[src/rtl/vga_timing_pkg.sv]
// Mode constants and geometry helpers shared by the VGA timing generator.
package vga_timing_pkg;

  // 640x480@60, 25 MHz pixel clock
  localparam int VGA640_H_DISPLAY = 640;
  localparam int VGA640_H_FRONT   = 16;
  localparam int VGA640_H_SYNC    = 96;
  localparam int VGA640_H_BACK    = 48;
  localparam int VGA640_V_DISPLAY = 480;
  localparam int VGA640_V_FRONT   = 10;
  localparam int VGA640_V_SYNC    = 2;
  localparam int VGA640_V_BACK    = 33;

  // 800x600@72, 50 MHz pixel clock
  localparam int SVGA800_H_DISPLAY = 800;
  localparam int SVGA800_H_FRONT   = 56;
  localparam int SVGA800_H_SYNC    = 120;
  localparam int SVGA800_H_BACK    = 64;
  localparam int SVGA800_V_DISPLAY = 600;
  localparam int SVGA800_V_FRONT   = 37;
  localparam int SVGA800_V_SYNC    = 6;
  localparam int SVGA800_V_BACK    = 23;

  function automatic int h_total(input int display, input int front,
                                 input int sync, input int back);
    return display + front + sync + back;
  endfunction

  function automatic int v_total(input int display, input int front,
                                 input int sync, input int back);
    return display + front + sync + back;
  endfunction

endpackage

[src/rtl/pixel_tick_div.sv]
// Divides the system clock into a one-cycle pixel tick every TICK_DIV cycles.
module pixel_tick_div #(
  parameter int TICK_DIV = 4
) (
  input  logic clk,
  input  logic reset,
  input  logic enable,
  output logic p_tick
);

  localparam int DW = (TICK_DIV > 1) ? $clog2(TICK_DIV) : 1;
  localparam logic [DW-1:0] DIV_LAST = DW'(TICK_DIV - 1);

  logic [DW-1:0] div;

  always_ff @(posedge clk or negedge reset) begin
    if (!reset) begin
      div <= '0;
    end else if (enable) begin
      div <= (div == DIV_LAST) ? '0 : div + 1'b1;
    end
  end

  // Gated by reset so that a divide-by-one tick stays low while held in reset.
  assign p_tick = reset & enable & (div == DIV_LAST);

endmodule

[src/rtl/vga_timing_gen.sv]
// Programmable VGA sync/timing generator: pixel counters, sync decode and
// strobes, all registered from the next-state counts so they stay aligned.
module vga_timing_gen
  import vga_timing_pkg::*;
#(
  parameter int H_DISPLAY = VGA640_H_DISPLAY,
  parameter int H_FRONT   = VGA640_H_FRONT,
  parameter int H_SYNC    = VGA640_H_SYNC,
  parameter int H_BACK    = VGA640_H_BACK,
  parameter int V_DISPLAY = VGA640_V_DISPLAY,
  parameter int V_FRONT   = VGA640_V_FRONT,
  parameter int V_SYNC    = VGA640_V_SYNC,
  parameter int V_BACK    = VGA640_V_BACK,
  parameter int TICK_DIV  = 4,
  parameter bit HS_POL    = 1'b0,
  parameter bit VS_POL    = 1'b0,
  parameter int CW        = 10
) (
  input  logic          clk,
  input  logic          reset,
  input  logic          enable,
  output logic          hsync,
  output logic          vsync,
  output logic          video_on,
  output logic          p_tick,
  output logic [CW-1:0] pixel_x,
  output logic [CW-1:0] pixel_y,
  output logic          line_start,
  output logic          frame_start
);

  localparam int H_TOTAL = h_total(H_DISPLAY, H_FRONT, H_SYNC, H_BACK);
  localparam int V_TOTAL = v_total(V_DISPLAY, V_FRONT, V_SYNC, V_BACK);

  if (H_TOTAL > (1 << CW) || V_TOTAL > (1 << CW) || TICK_DIV < 1) begin : g_bad_params
    $error("vga_timing_gen: geometry does not fit CW or TICK_DIV < 1");
  end

  localparam logic [CW-1:0] H_LAST   = CW'(H_TOTAL - 1);
  localparam logic [CW-1:0] V_LAST   = CW'(V_TOTAL - 1);
  localparam logic [CW-1:0] H_VIS    = CW'(H_DISPLAY);
  localparam logic [CW-1:0] V_VIS    = CW'(V_DISPLAY);
  localparam logic [CW-1:0] HS_START = CW'(H_DISPLAY + H_FRONT);
  localparam logic [CW-1:0] HS_END   = CW'(H_DISPLAY + H_FRONT + H_SYNC - 1);
  localparam logic [CW-1:0] VS_START = CW'(V_DISPLAY + V_FRONT);
  localparam logic [CW-1:0] VS_END   = CW'(V_DISPLAY + V_FRONT + V_SYNC - 1);

  logic          x_last;
  logic          y_last;
  logic [CW-1:0] next_x;
  logic [CW-1:0] next_y;
  logic          line_start_q;
  logic          frame_start_q;

  pixel_tick_div #(
    .TICK_DIV (TICK_DIV)
  ) u_tick_div (
    .clk    (clk),
    .reset  (reset),
    .enable (enable),
    .p_tick (p_tick)
  );

  always_comb begin
    x_last = (pixel_x == H_LAST);
    y_last = (pixel_y == V_LAST);
    next_x = x_last ? '0 : pixel_x + 1'b1;
    next_y = pixel_y;
    if (x_last) begin
      next_y = y_last ? '0 : pixel_y + 1'b1;
    end
  end

  // Reset parks the counters on the last pixel so the first tick lands on (0,0).
  always_ff @(posedge clk or negedge reset) begin
    if (!reset) begin
      pixel_x       <= H_LAST;
      pixel_y       <= V_LAST;
      hsync         <= ~HS_POL;
      vsync         <= ~VS_POL;
      video_on      <= 1'b0;
      line_start_q  <= 1'b0;
      frame_start_q <= 1'b0;
    end else if (p_tick) begin
      pixel_x       <= next_x;
      pixel_y       <= next_y;
      hsync         <= (next_x >= HS_START && next_x <= HS_END) ? HS_POL : ~HS_POL;
      vsync         <= (next_y >= VS_START && next_y <= VS_END) ? VS_POL : ~VS_POL;
      video_on      <= (next_x < H_VIS) && (next_y < V_VIS);
      line_start_q  <= x_last;
      frame_start_q <= x_last & y_last;
    end else begin
      line_start_q  <= 1'b0;
      frame_start_q <= 1'b0;
    end
  end

  // Strobes drop at once when the generator is frozen.
  assign line_start  = line_start_q & enable;
  assign frame_start = frame_start_q & enable;

endmodule

[config.mk]
export PLATFORM = sky130hd
export DESIGN_NAME = vga_timing_gen
export DESIGN_NICKNAME = d
export VERILOG_FILES = /design/src/rtl/vga_timing_pkg.sv /design/src/rtl/pixel_tick_div.sv /design/src/rtl/vga_timing_gen.sv
export SDC_FILE = /design/constraint.sdc
export NUM_CORES = 1
export LEC_CHECK = 0
export BUFFER_PORTS_ARGS = -buffer_cell sky130_fd_sc_hd__buf_2
export CORE_ASPECT_RATIO = 1.2
export CORE_MARGIN = 3
export CORE_UTILIZATION = 50
export DETAILED_ROUTE_END_ITERATION = 16
export PLACE_DENSITY = 0.72
export SLEW_MARGIN = 20
export SYNTH_ARGS = -nofsm -noshare
export SYNTH_HDL_FRONTEND = slang
export SYNTH_SLANG_ARGS = --single-unit
export TNS_END_PERCENT = 50
[constraint.sdc]
create_clock -name clk -period 3.1 [get_ports clk]
set_input_delay 0.155 -clock clk [delete_from_list [all_inputs] [get_ports clk]]
set_output_delay 0.155 -clock clk [all_outputs]
set_load 0.005 [all_outputs]
==> impl_metrics.json <==
{
  "status": "complete, no violations",
  "regArea_um2": 691,
  "synthCells": 197,
  "internal_power_uw": 541,
  "cts_root_buf": "clkbuf_4",
  "fin_crit_sh": 0.834,
  "final_max_slew_viol_count": 0,
  "power_density_nw_per_um2": 411,
  "grt-ovfl-total": 0,
  "holdPathEnd": "u_tick_div.div[1]",
  "grt_pass1_wl_um": 7070,
  "cp-start-kind": "flop",
  "synth_area_per_cell_um2": 8.80,
  "track_usage": 0.213,
  "numCtsBuffers": 3,
  "p_comb_frac": 0.195,
  "grt_max_degree": 28,
  "p_sw_frac": 0.308,
  "fill_cells": 313,
  "start_util": 0.543,
  "vias_per_cell": 6.24,
  "min_period_ps": 2590,
  "synth_top_family_by_area": "simple AND/OR/NAND/NOR gates",
  "area_growth_pct": 9.81,
  "io_buffers": 28,
  "die_w_um": 59.8,
  "multi_input_area_um2": 946,
  "synth_seq_area_share": 0.398,
  "detail_route.wirelength_um": 4010,
  "synth_area_um2": 1730,
  "yosys.area.top_type": "dfrtp_1",
  "timing.hold.ws_ps": 121,
  "dp_hpwl_um": 2910,
  "synthMuxAreaShare": 0.0188,
  "tritoncts": "built",
  "placed_area_um2": 1870,
  "drc": 0,
  "required_ps": 3320,
  "nets": 229,
  "yosys_register_bits": 27,
  "yosys_most_used_dff": "dfrtp_1",
  "routabilityCongestion": 0.899,
  "synth_area_leaders": "dfrtp_1, dfstp_2, o21ai_0",
  "ys_async_sr_fraction": 1.00,
  "cts.sinks": 27,
  "synth_edf_count": 0,
  "worstHoldPathCells": 2,
  "p_clk_frac": 0.197,
  "htree_levels": 1,
  "setup_viol": 0,
  "drtIter0Drc": 60,
  "drive_gt1_frac": 0.268,
  "core-area_um2": 3190,
  "skew_ps": 4.06,
  "fin_area_um2": 1900,
  "yosys_warnings": 0,
  "yosysUniqueCellTypes": 47,
  "synth_compound_area_frac": 0.175,
  "reg2regPathDepth": 7,
  "antenna_found_initial": 0,
  "power_frac_seq": 0.608,
  "tightest_slew_ps": 446,
  "maxCapViolCount": 0,
  "fin_total_pwr_uw": 782,
  "r2r_slack_ps": 510,
  "num_vias": 1597,
  "reg2reg_from": "pixel_x[0]",
  "wire_per_inst_um": 15.7,
  "fmax_ghz": 0.387,
  "ant_nets": 0,
  "die_h_um": 70.5,
  "synth_top_area_frac": 0.216,
  "end_kind": "flop",
  "grt_pass1_vias": 1552,
  "antenna_cells": 0,
  "peakVddDrop_mv": 0.303,
  "synthXorXnorAreaFrac": 0.0404,
  "min_path_type": "in -> reg",
  "clock_latency_ps": 330,
  "path_class": "reg -> reg",
  "hold_viol_final": 0,
  "critical_path_arrival_ps": 2800,
  "setup_tns_ps": 0,
  "timing.slew.headroom": 0.703,
  "synthAdderAreaFrac": 0.0361,
  "clk_pin_slew_worst_paths_ps": 150,
  "die-area_um2": 4210,
  "p_leak_uw": 0.000797,
  "num_rows": 22,
  "dr.pass1.iters": 4,
  "synthSimpleGateAreaFrac": 0.276,
  "r2r_end": "video_on",
  "min_from": "enable",
  "rsz0062_at_grt": "false",
  "num_io_pins": 29,
  "cts.path.max_buffers": 2,
  "synth.net_count": 205,
  "switchingPower_uw": 240,
  "critPathMaxFanout": 10
}
-- layer usage --
| metal | GRT usage | routed length, um | vias up |
|---|---|---|---|
| li1 | - | - | 755 |
| met1 | 0.258 | 1700 | 772 |
| met2 | 0.385 | 2050 | 61 |
| met3 | 0.0240 | 202 | 9 |
| met4 | 0.0567 | 60 | 0 |
| met5 | 0 | 0 | - |
-- per-stage QoR --
stage / cells / utilization / setup WS, ps
floorplan: 197 / - / 919
global placement: 251 / 0.585 / 669
detailed placement: 251 / 0.585 / 546
CTS: 256 / 0.596 / 512
global route: 256 / 0.596 / 326
finish: 256 / 0.596 / 514
-- timing repair --
| action | in CTS | in global routing |
|---|---|---|
| hold buffers | 1 | 0 |
| buffers inserted | 0 | 0 |
| hold endpoints to repair | 15 | 0 |
| resized for setup | 0 | 0 |
-- placed cells by master (no fill, tap or decap), types with 3 or more instances in the layout --
| master | instances |
|---|---|
| buf_2 | 28 |
| nand2_1 | 21 |
| o21ai_0 | 20 |
| dfrtp_1 | 15 |
| nand3_1 | 13 |
| nor2_1 | 13 |
| dfstp_2 | 12 |
| a21oi_1 | 10 |
| inv_1 | 7 |
| nand4_1 | 6 |
| xnor2_1 | 6 |
| and2_1 | 5 |
| and3_1 | 5 |
| a31oi_1 | 5 |
| ha_1 | 5 |
| o31ai_1 | 4 |
| clkbuf_4 | 3 |
-- flip-flops by register name (all words and copies together), names as in the netlist --
| register | flops |
|---|---|
| frame_start_q | 1 |
| pixel_y | 10 |
| vsync | 1 |
| video_on | 1 |
| line_start_q | 1 |
| hsync | 1 |
| u_tick_div.div | 2 |
| pixel_x | 10 |
-- logic make-up after synthesis --
logic type / Yosys count
adder cells (fa/ha/maj): 5
buffers and inverters: 20
flip-flops: 27
AND/OR/NAND/NOR: 84
multiplexers: 3
XOR/XNOR: 8
AO/OA/AOI/OAI: 50
-- power by group through the flow --
stage	sequential, uW	combinational (uW)	clock [uW]
2_1_floorplan	472	89.5	0
3_3_place_gp	472	148	0
3_5_place_dp	481	155	0
4_1_cts	475	156	157
5_1_grt	484	175	179
6_report	475	153	154
-- cell type report --
| class | count | area share |
|---|---|---|
| Tap cell | 36 | 0.0237 |
| Multi-Input combinational cell | 150 | 0.497 |
| Clock buffer | 3 | 0.0118 |
| Timing Repair Buffer | 31 | 0.0867 |
| Sequential cell | 27 | 0.363 |
| Clock inverter | 1 | 0.00263 |
| Inverter | 8 | 0.0158 |
-- Yosys cell counts (2+ instances only) --
library cell  instances
nand2_1              21
o21ai_0              20
dfrtp_1              15
nand3_1              13
nor2_1               13
dfstp_2              12
a21oi_1              10
inv_1                 7
nand4_1               6
xnor2_1               6
a31oi_1               5
and2_1                5
and3_1                5
ha_1                  5
buf_2                 4
clkbuf_1              4
o31ai_1               4
a22oi_1               2
a41oi_1               2
and4_1                2
and4bb_2              2
buf_6                 2
clkbuf_2              2
mux2_2                2
nand3b_1              2
nor2b_1               2
nor4_1                2
or3_1                 2
xor2_1                2
-- worst max path at each step --
stage                    start         end  depth (start not counted)
floorplan           pixel_x[0]    video_on                         10
global placement    pixel_x[0]    video_on                          7
detailed placement  pixel_x[0]    video_on                          7
CTS                 pixel_x[0]    video_on                          7
global route        pixel_x[1]  pixel_y[3]                          7
finish              pixel_x[0]    video_on                          7
-- worst max-delay path, cell delays in order (launching register included) --
cell and delay, ps:
dfstp_2 640, ha_1 310, and4_1 430, and3_1 410, nand2_2 80, xor2_1 160
nor4b_2 310, o31ai_1 120
No activity file was read; power rests on OpenSTA's default activity.
